`config.mk`:
```
export PLATFORM = sky130hd
export DESIGN_NAME = ring_router_demux_flat
export DESIGN_NICKNAME = d
export VERILOG_FILES = /design/src/rtl/ring_router_demux_if.sv /design/src/rtl/ring_router_demux.sv /design/src/flat_wrapper.sv
export SDC_FILE = /design/constraint.sdc
export NUM_CORES = 1
export LEC_CHECK = 0
export ABC_CLOCK_PERIOD_IN_PS = 2029
export CORE_MARGIN = 5
export CORE_UTILIZATION = 25
export CTS_CLUSTER_SIZE = 20
export DETAILED_ROUTE_END_ITERATION = 16
export PLACE_DENSITY = 0.76
export SYNTH_ARGS = -nofsm -noshare
export SYNTH_HDL_FRONTEND = slang
export SYNTH_SLANG_ARGS = --single-unit
```
`constraint.sdc`:
```
create_clock -name clk -period 2.03 [get_ports clk]
set_clock_uncertainty 0.2 [all_clocks]
set_input_delay 0.5075 -clock clk [delete_from_list [all_inputs] [get_ports clk]]
set_output_delay 0.5075 -clock clk [all_outputs]
set_load 0.02 [all_outputs]
```
`src/rtl/ring_router_demux_if.sv`:
```
// rtl/ring_router_demux_if.sv - dii_channel flit stream: 16-bit data, last, valid/ready handshake
interface ring_router_demux_if;
  logic [15:0] data;
  logic        last;
  logic        valid;
  logic        ready;

  modport master (output data, output last, output valid, input ready);
  modport slave  (input data, input last, input valid, output ready);
endinterface

```
`src/rtl/ring_router_demux.sv`:
```
// rtl/ring_router_demux.sv - ring router ingress demux, routes worms to local or ring output by header dest
// Optional output register stage enabled by defining RING_ROUTER_DEMUX_OUTREG_EN.
module ring_router_demux (
  input  logic                       clk,
  input  logic                       rst,
  input  logic [9:0]                 id,
  ring_router_demux_if.slave         in,
  ring_router_demux_if.master        out_local,
  ring_router_demux_if.master        out_ring
);

  typedef enum logic [1:0] {IDLE, WORM_LOCAL, WORM_RING} state_e;

  state_e state_q, state_d;
  logic   hdr_local;
  logic   sel_local;
  logic   in_xfer;

  // Only a header flit (IDLE) is decoded; inside a worm the route is held.
  always_comb begin
    hdr_local = (in.data[9:0] == id);
    sel_local = (state_q == IDLE) ? hdr_local : (state_q == WORM_LOCAL);
  end

  assign in_xfer = in.valid & in.ready;

`ifdef RING_ROUTER_DEMUX_OUTREG_EN
  logic        reg_valid_q, reg_valid_d;
  logic        reg_last_q,  reg_last_d;
  logic        reg_sel_q,   reg_sel_d;
  logic [15:0] reg_data_q,  reg_data_d;
  logic        reg_out_ready;

  // A drained or draining register accepts a new flit in the same cycle.
  always_comb begin
    reg_out_ready = reg_sel_q ? out_local.ready : out_ring.ready;
    in.ready      = !rst && (!reg_valid_q || reg_out_ready);

    reg_valid_d = reg_valid_q;
    reg_last_d  = reg_last_q;
    reg_sel_d   = reg_sel_q;
    reg_data_d  = reg_data_q;
    if (in.valid && in.ready) begin
      reg_valid_d = 1'b1;
      reg_last_d  = in.last;
      reg_sel_d   = sel_local;
      reg_data_d  = in.data;
    end else if (reg_valid_q && reg_out_ready) begin
      reg_valid_d = 1'b0;
    end

    out_local.valid = reg_valid_q && reg_sel_q;
    out_local.data  = reg_data_q;
    out_local.last  = reg_last_q;
    out_ring.valid  = reg_valid_q && !reg_sel_q;
    out_ring.data   = reg_data_q;
    out_ring.last   = reg_last_q;
  end

  always_ff @(posedge clk) begin
    if (rst) begin
      reg_valid_q <= 1'b0;
      reg_last_q  <= 1'b0;
      reg_sel_q   <= 1'b0;
      reg_data_q  <= 16'h0000;
    end else begin
      reg_valid_q <= reg_valid_d;
      reg_last_q  <= reg_last_d;
      reg_sel_q   <= reg_sel_d;
      reg_data_q  <= reg_data_d;
    end
  end
`else
  // Pass-through: outputs are gated during rst so nothing is offered or accepted.
  always_comb begin
    in.ready        = !rst && (sel_local ? out_local.ready : out_ring.ready);
    out_local.valid = !rst && in.valid && sel_local;
    out_local.data  = in.data;
    out_local.last  = in.last;
    out_ring.valid  = !rst && in.valid && !sel_local;
    out_ring.data   = in.data;
    out_ring.last   = in.last;
  end
`endif

  always_comb begin
    state_d = state_q;
    case (state_q)
      IDLE: begin
        if (in_xfer && !in.last) begin
          state_d = hdr_local ? WORM_LOCAL : WORM_RING;
        end
      end
      WORM_LOCAL, WORM_RING: begin
        if (in_xfer && in.last) begin
          state_d = IDLE;
        end
      end
      default: state_d = IDLE;
    endcase
  end

  always_ff @(posedge clk) begin
    if (rst) begin
      state_q <= IDLE;
    end else begin
      state_q <= state_d;
    end
  end

endmodule

```
`src/flat_wrapper.sv`:
```
// flat-port wrapper written by rule: the top's interface ports become plain ports
module ring_router_demux_flat 
  (clk, rst, id, in_data, in_last, in_valid, in_ready, out_local_data, out_local_last, out_local_valid, out_local_ready, out_ring_data, out_ring_last, out_ring_valid, out_ring_ready);
  ring_router_demux_if in_i ();
  ring_router_demux_if out_local_i ();
  ring_router_demux_if out_ring_i ();
  input  logic clk;
  input  logic rst;
  input  logic [9:0] id;
  input wire logic [$bits(in_i.data)-1:0] in_data;
  input wire logic [$bits(in_i.last)-1:0] in_last;
  input wire logic [$bits(in_i.valid)-1:0] in_valid;
  output wire logic [$bits(in_i.ready)-1:0] in_ready;
  output wire logic [$bits(out_local_i.data)-1:0] out_local_data;
  output wire logic [$bits(out_local_i.last)-1:0] out_local_last;
  output wire logic [$bits(out_local_i.valid)-1:0] out_local_valid;
  input wire logic [$bits(out_local_i.ready)-1:0] out_local_ready;
  output wire logic [$bits(out_ring_i.data)-1:0] out_ring_data;
  output wire logic [$bits(out_ring_i.last)-1:0] out_ring_last;
  output wire logic [$bits(out_ring_i.valid)-1:0] out_ring_valid;
  input wire logic [$bits(out_ring_i.ready)-1:0] out_ring_ready;
  assign in_i.data = in_data;
  assign in_i.last = in_last;
  assign in_i.valid = in_valid;
  assign in_ready = in_i.ready;
  assign out_local_data = out_local_i.data;
  assign out_local_last = out_local_i.last;
  assign out_local_valid = out_local_i.valid;
  assign out_local_i.ready = out_local_ready;
  assign out_ring_data = out_ring_i.data;
  assign out_ring_last = out_ring_i.last;
  assign out_ring_valid = out_ring_i.valid;
  assign out_ring_i.ready = out_ring_ready;
  ring_router_demux u_core (.clk(clk), .rst(rst), .id(id), .in(in_i), .out_local(out_local_i), .out_ring(out_ring_i));
endmodule
```
==> impl_results.rst <==
.. list-table::
   :header-rows: 1

   * - Metric
     - Value
   * - Total global routing track utilization
     - 10.8%
   * - Setup slack of the worst register-to-register path
     - 250 ps
   * - Length in cells of the worst reg-to-reg path
     - 7
   * - Number of enable flip-flop cells after synthesis
     - 0
   * - Final std cells w/o fill
     - 153
   * - Internal portion of total power
     - 0.224 mW
   * - Slew at the pin closest to its max-slew limit
     - 287 ps
   * - Vias per inst
     - 4.16
   * - Relative slew slack
     - 80.7%
   * - Top-count cell post-synth
     - buf_4
   * - Area of the die
     - 3640 um^2
   * - Required time at the endpoint of the critical path
     - 1320 ps
   * - End point of the critical path
     - in_ready
   * - Number of antenna repair diodes
     - 0
   * - 1st-pass router iterations
     - 4
   * - Floorplan core area
     - 2450 um^2
   * - Detail Route Antenna Nets
     - 0
   * - Hold path cells
     - 2
   * - RSZ-0062 raised after global routing
     - true
   * - Count of nets after finishing
     - 159
   * - Share of synthesized registers carrying an async set or reset
     - 0%
   * - Flip-flop cell with the highest count after synthesis
     - dfxtp_1
   * - Flip-flop and latch area
     - 40.0 um^2
   * - Number of top-level design ports
     - 69
   * - Kind of end point of the critical path
     - output port
   * - Max_cap viols
     - 0
   * - Worst min path class
     - flip-flop to flip-flop
   * - Total leakage power
     - 0.517 nW
   * - Number of instances in the placed design
     - 150
   * - Unique cell type count in the Yosys netlist
     - 22
   * - Biggest area consumer among synthesized cells
     - buf_4
   * - Layout cell share with drive strength beyond 1
     - 46.3%
   * - Area occupied by multi-input gates
     - 398 um^2
   * - Gp weighted congestion
     - 0.728
   * - Clock sink total
     - 2
   * - Number of buffers inserted for hold repair after clock tree synthesis
     - 0
   * - Clock input transition at the sequential cells of the worst setup and hold paths
     - 30 ps
   * - Final Slew Violations
     - 0
   * - Area post-placement
     - 1120 um^2
   * - Biggest registers after layout
     - u_core.state_q (2)
   * - Layout overhead on the synthesized area
     - 80.0%
   * - Sequential area share after synthesis
     - 6.32%
   * - Number of global-route vias before repair
     - 721
   * - Vias after detailed routing
     - 636
   * - Maximum ir drop on the vdd rail
     - 0.000206 V
   * - Maximum fanout along the worst path
     - 4
   * - Post-placement worst setup slack
     - -1270 ps
   * - Launching instance or port of the critical path
     - in_data[4]
   * - Clock network fraction of total power
     - 24.9%
   * - Shortest clock period the worst path allows after layout
     - 2400 ps
   * - Register with the most flip-flops
     - u_core.state_q
   * - Reg-to-reg critical path startpoint
     - u_core.state_q[1]
   * - Floorplan die height
     - 60.3 um
   * - Final hold violation count
     - 0
   * - Post-route setup TNS
     - -1020 ps
   * - Most numerous cell types in the synthesized netlist
     - buf_4, xor2_1, nor2_1
   * - Number of flip-flops under the largest register name
     - 2
   * - Fill cell instance count of the final layout
     - 252
   * - Clk_lat worst skew
     - 220 ps
   * - DRC violation total after the first TritonRoute iteration
     - 9
   * - Number of endpoints failing setup at the final stage
     - 3
   * - Antenna violations before repair
     - 0
   * - Number of synthesized register bits
     - 2
   * - Number of instances in the synthesized netlist
     - 81
   * - Row count
     - 18
   * - Post-route fraction of the period consumed by the critical path
     - 118%
   * - Top post-synthesis cells by area
     - buf_4, xor2_1, dfxtp_1
   * - Avg Cell Area, Syn
     - 7.82 um^2
   * - Global-route wire length before repair
     - 3020 um
   * - Number of DRC violations after detailed routing
     - 0
   * - Worst setup path category
     - input pin to output port
   * - Logic gate share of total power
     - 63.0%
   * - Max clock buf depth
     - 2
   * - Worst R2R End
     - u_core.state_q[1]
   * - CTS Root Buffer Type
     - clkbuf_4
   * - Syn. warnings
     - 0
   * - Max frequency
     - 417 MHz
   * - Outcome
     - finished with violations
   * - Post-DP HPWL
     - 1610 um
   * - Number of buffers created by CTS
     - 3
   * - Count of port buffers added during placement
     - 50
   * - Width of the die
     - 60.3 um
   * - Proportion of power drawn by flip-flops and latches
     - 12.1%
   * - Combined area of all synthesized cells
     - 633 um^2
   * - Startpoint types
     - input pin
   * - Failing checks
     - setup timing
   * - GR Overflow Total
     - 0
   * - Worst hold slack after final layout
     - 383 ps
   * - Routed wirelength normalized by instance count
     - 11.8 um
   * - Pin count of the biggest net entering global routing
     - 6
   * - Critical Path AT
     - 1690 ps
   * - Ratio of total power to cell area
     - 307 nW/um^2
   * - CTS tree
     - yes
   * - Post-synthesis net count
     - 115
   * - Starting density of the core
     - 25.8%
   * - Fraction of synthesized cell area taken by the top area cell type
     - 40.3%
   * - Design area
     - 1140 um^2
   * - Final worst-path setup slack
     - -369 ps
   * - Total wire length
     - 1800 um
   * - Switching part of the total
     - 35.9%
   * - CTS H-tree lvls
     - 1
   * - Psw
     - 0.126 mW
## stage by stage
step	util (%)	power (mW)
2_1_floorplan	-	0.196
3_3_place_gp	45.8	0.275
3_5_place_dp	45.8	0.280
4_1_cts	46.3	0.358
5_1_grt	46.4	0.381
6_report	46.4	0.350
## critical path: stages
cell             delay (ps)
clkdlybuf4s15_2         190
xor2_1                  160
nor3_2                  270
a31oi_4                 150
mux2i_1                 230
nor2_2                   50
buf_6                   130
## cell type report
type	instances	share of cell area, %
Inverter	3	0.988
Multi-Input combinational cell	42	34.9
Clock buffer	3	1.98
Sequential cell	2	3.51
Timing Repair Buffer	73	55.3
Tap cell	30	3.29
## kinds of logic after synthesis
group / synth area share, %
mux: 4.74
simple gates: 19.2
fa+ha+maj: 3.95
buf+inv: 42.1
xor+xnor: 13.8
flops: 6.32
compound gates: 9.88
## power groups by stage
stage,logic (mW),registers (mW),clock network (mW)
after floorplan,0.154,0.0428,0
after global placement,0.232,0.0429,0
after detailed placement,0.237,0.0430,0
after CTS,0.222,0.0425,0.0937
after global routing,0.238,0.0427,0.101
final,0.220,0.0425,0.0872
## layer usage
| metal | vias up | wire length [um] | global-route usage (%) |
|---|---|---|---|
| met4 | 0 | 6 | 4.11 |
| met5 | - | 0 | 0 |
| met1 | 286 | 582 | 11.2 |
| met2 | 28 | 1030 | 20.7 |
| met3 | 3 | 182 | 2.38 |
| li1 | 319 | - | - |
## layout by cell type (no fill, tap or decap), types with 2 or more instances in the layout
cell type,count
a21oi_1,2
buf_2,6
buf_4,26
buf_6,3
clkbuf_4,3
clkdlybuf4s15_1,7
clkdlybuf4s15_2,4
clkdlybuf4s50_1,11
dfxtp_1,2
dlygate4sd2_1,15
inv_1,3
mux2i_1,3
nand2_1,3
nand3_1,2
nor2_1,3
nor2b_1,3
o21ai_0,3
xnor2_1,3
xor2_1,3
xor2_2,3
## worst min-delay path by stage
stage,startpoint,end,slack (ps)
floorplan,u_core.state_q[0],u_core.state_q[0],280
global placement,u_core.state_q[0],u_core.state_q[0],370
detailed placement,u_core.state_q[0],u_core.state_q[0],380
CTS,u_core.state_q[0],u_core.state_q[0],390
global route,u_core.state_q[0],u_core.state_q[0],410
finish,u_core.state_q[0],u_core.state_q[0],380
## timing repair
action                     4_1_cts  5_1_grt
pin swaps                       15        4
resized for setup              103        7
cloned                           0        0
buffers inserted                 1        0
setup endpoints to repair       27        3
Power figures use the tool's default switching activity.
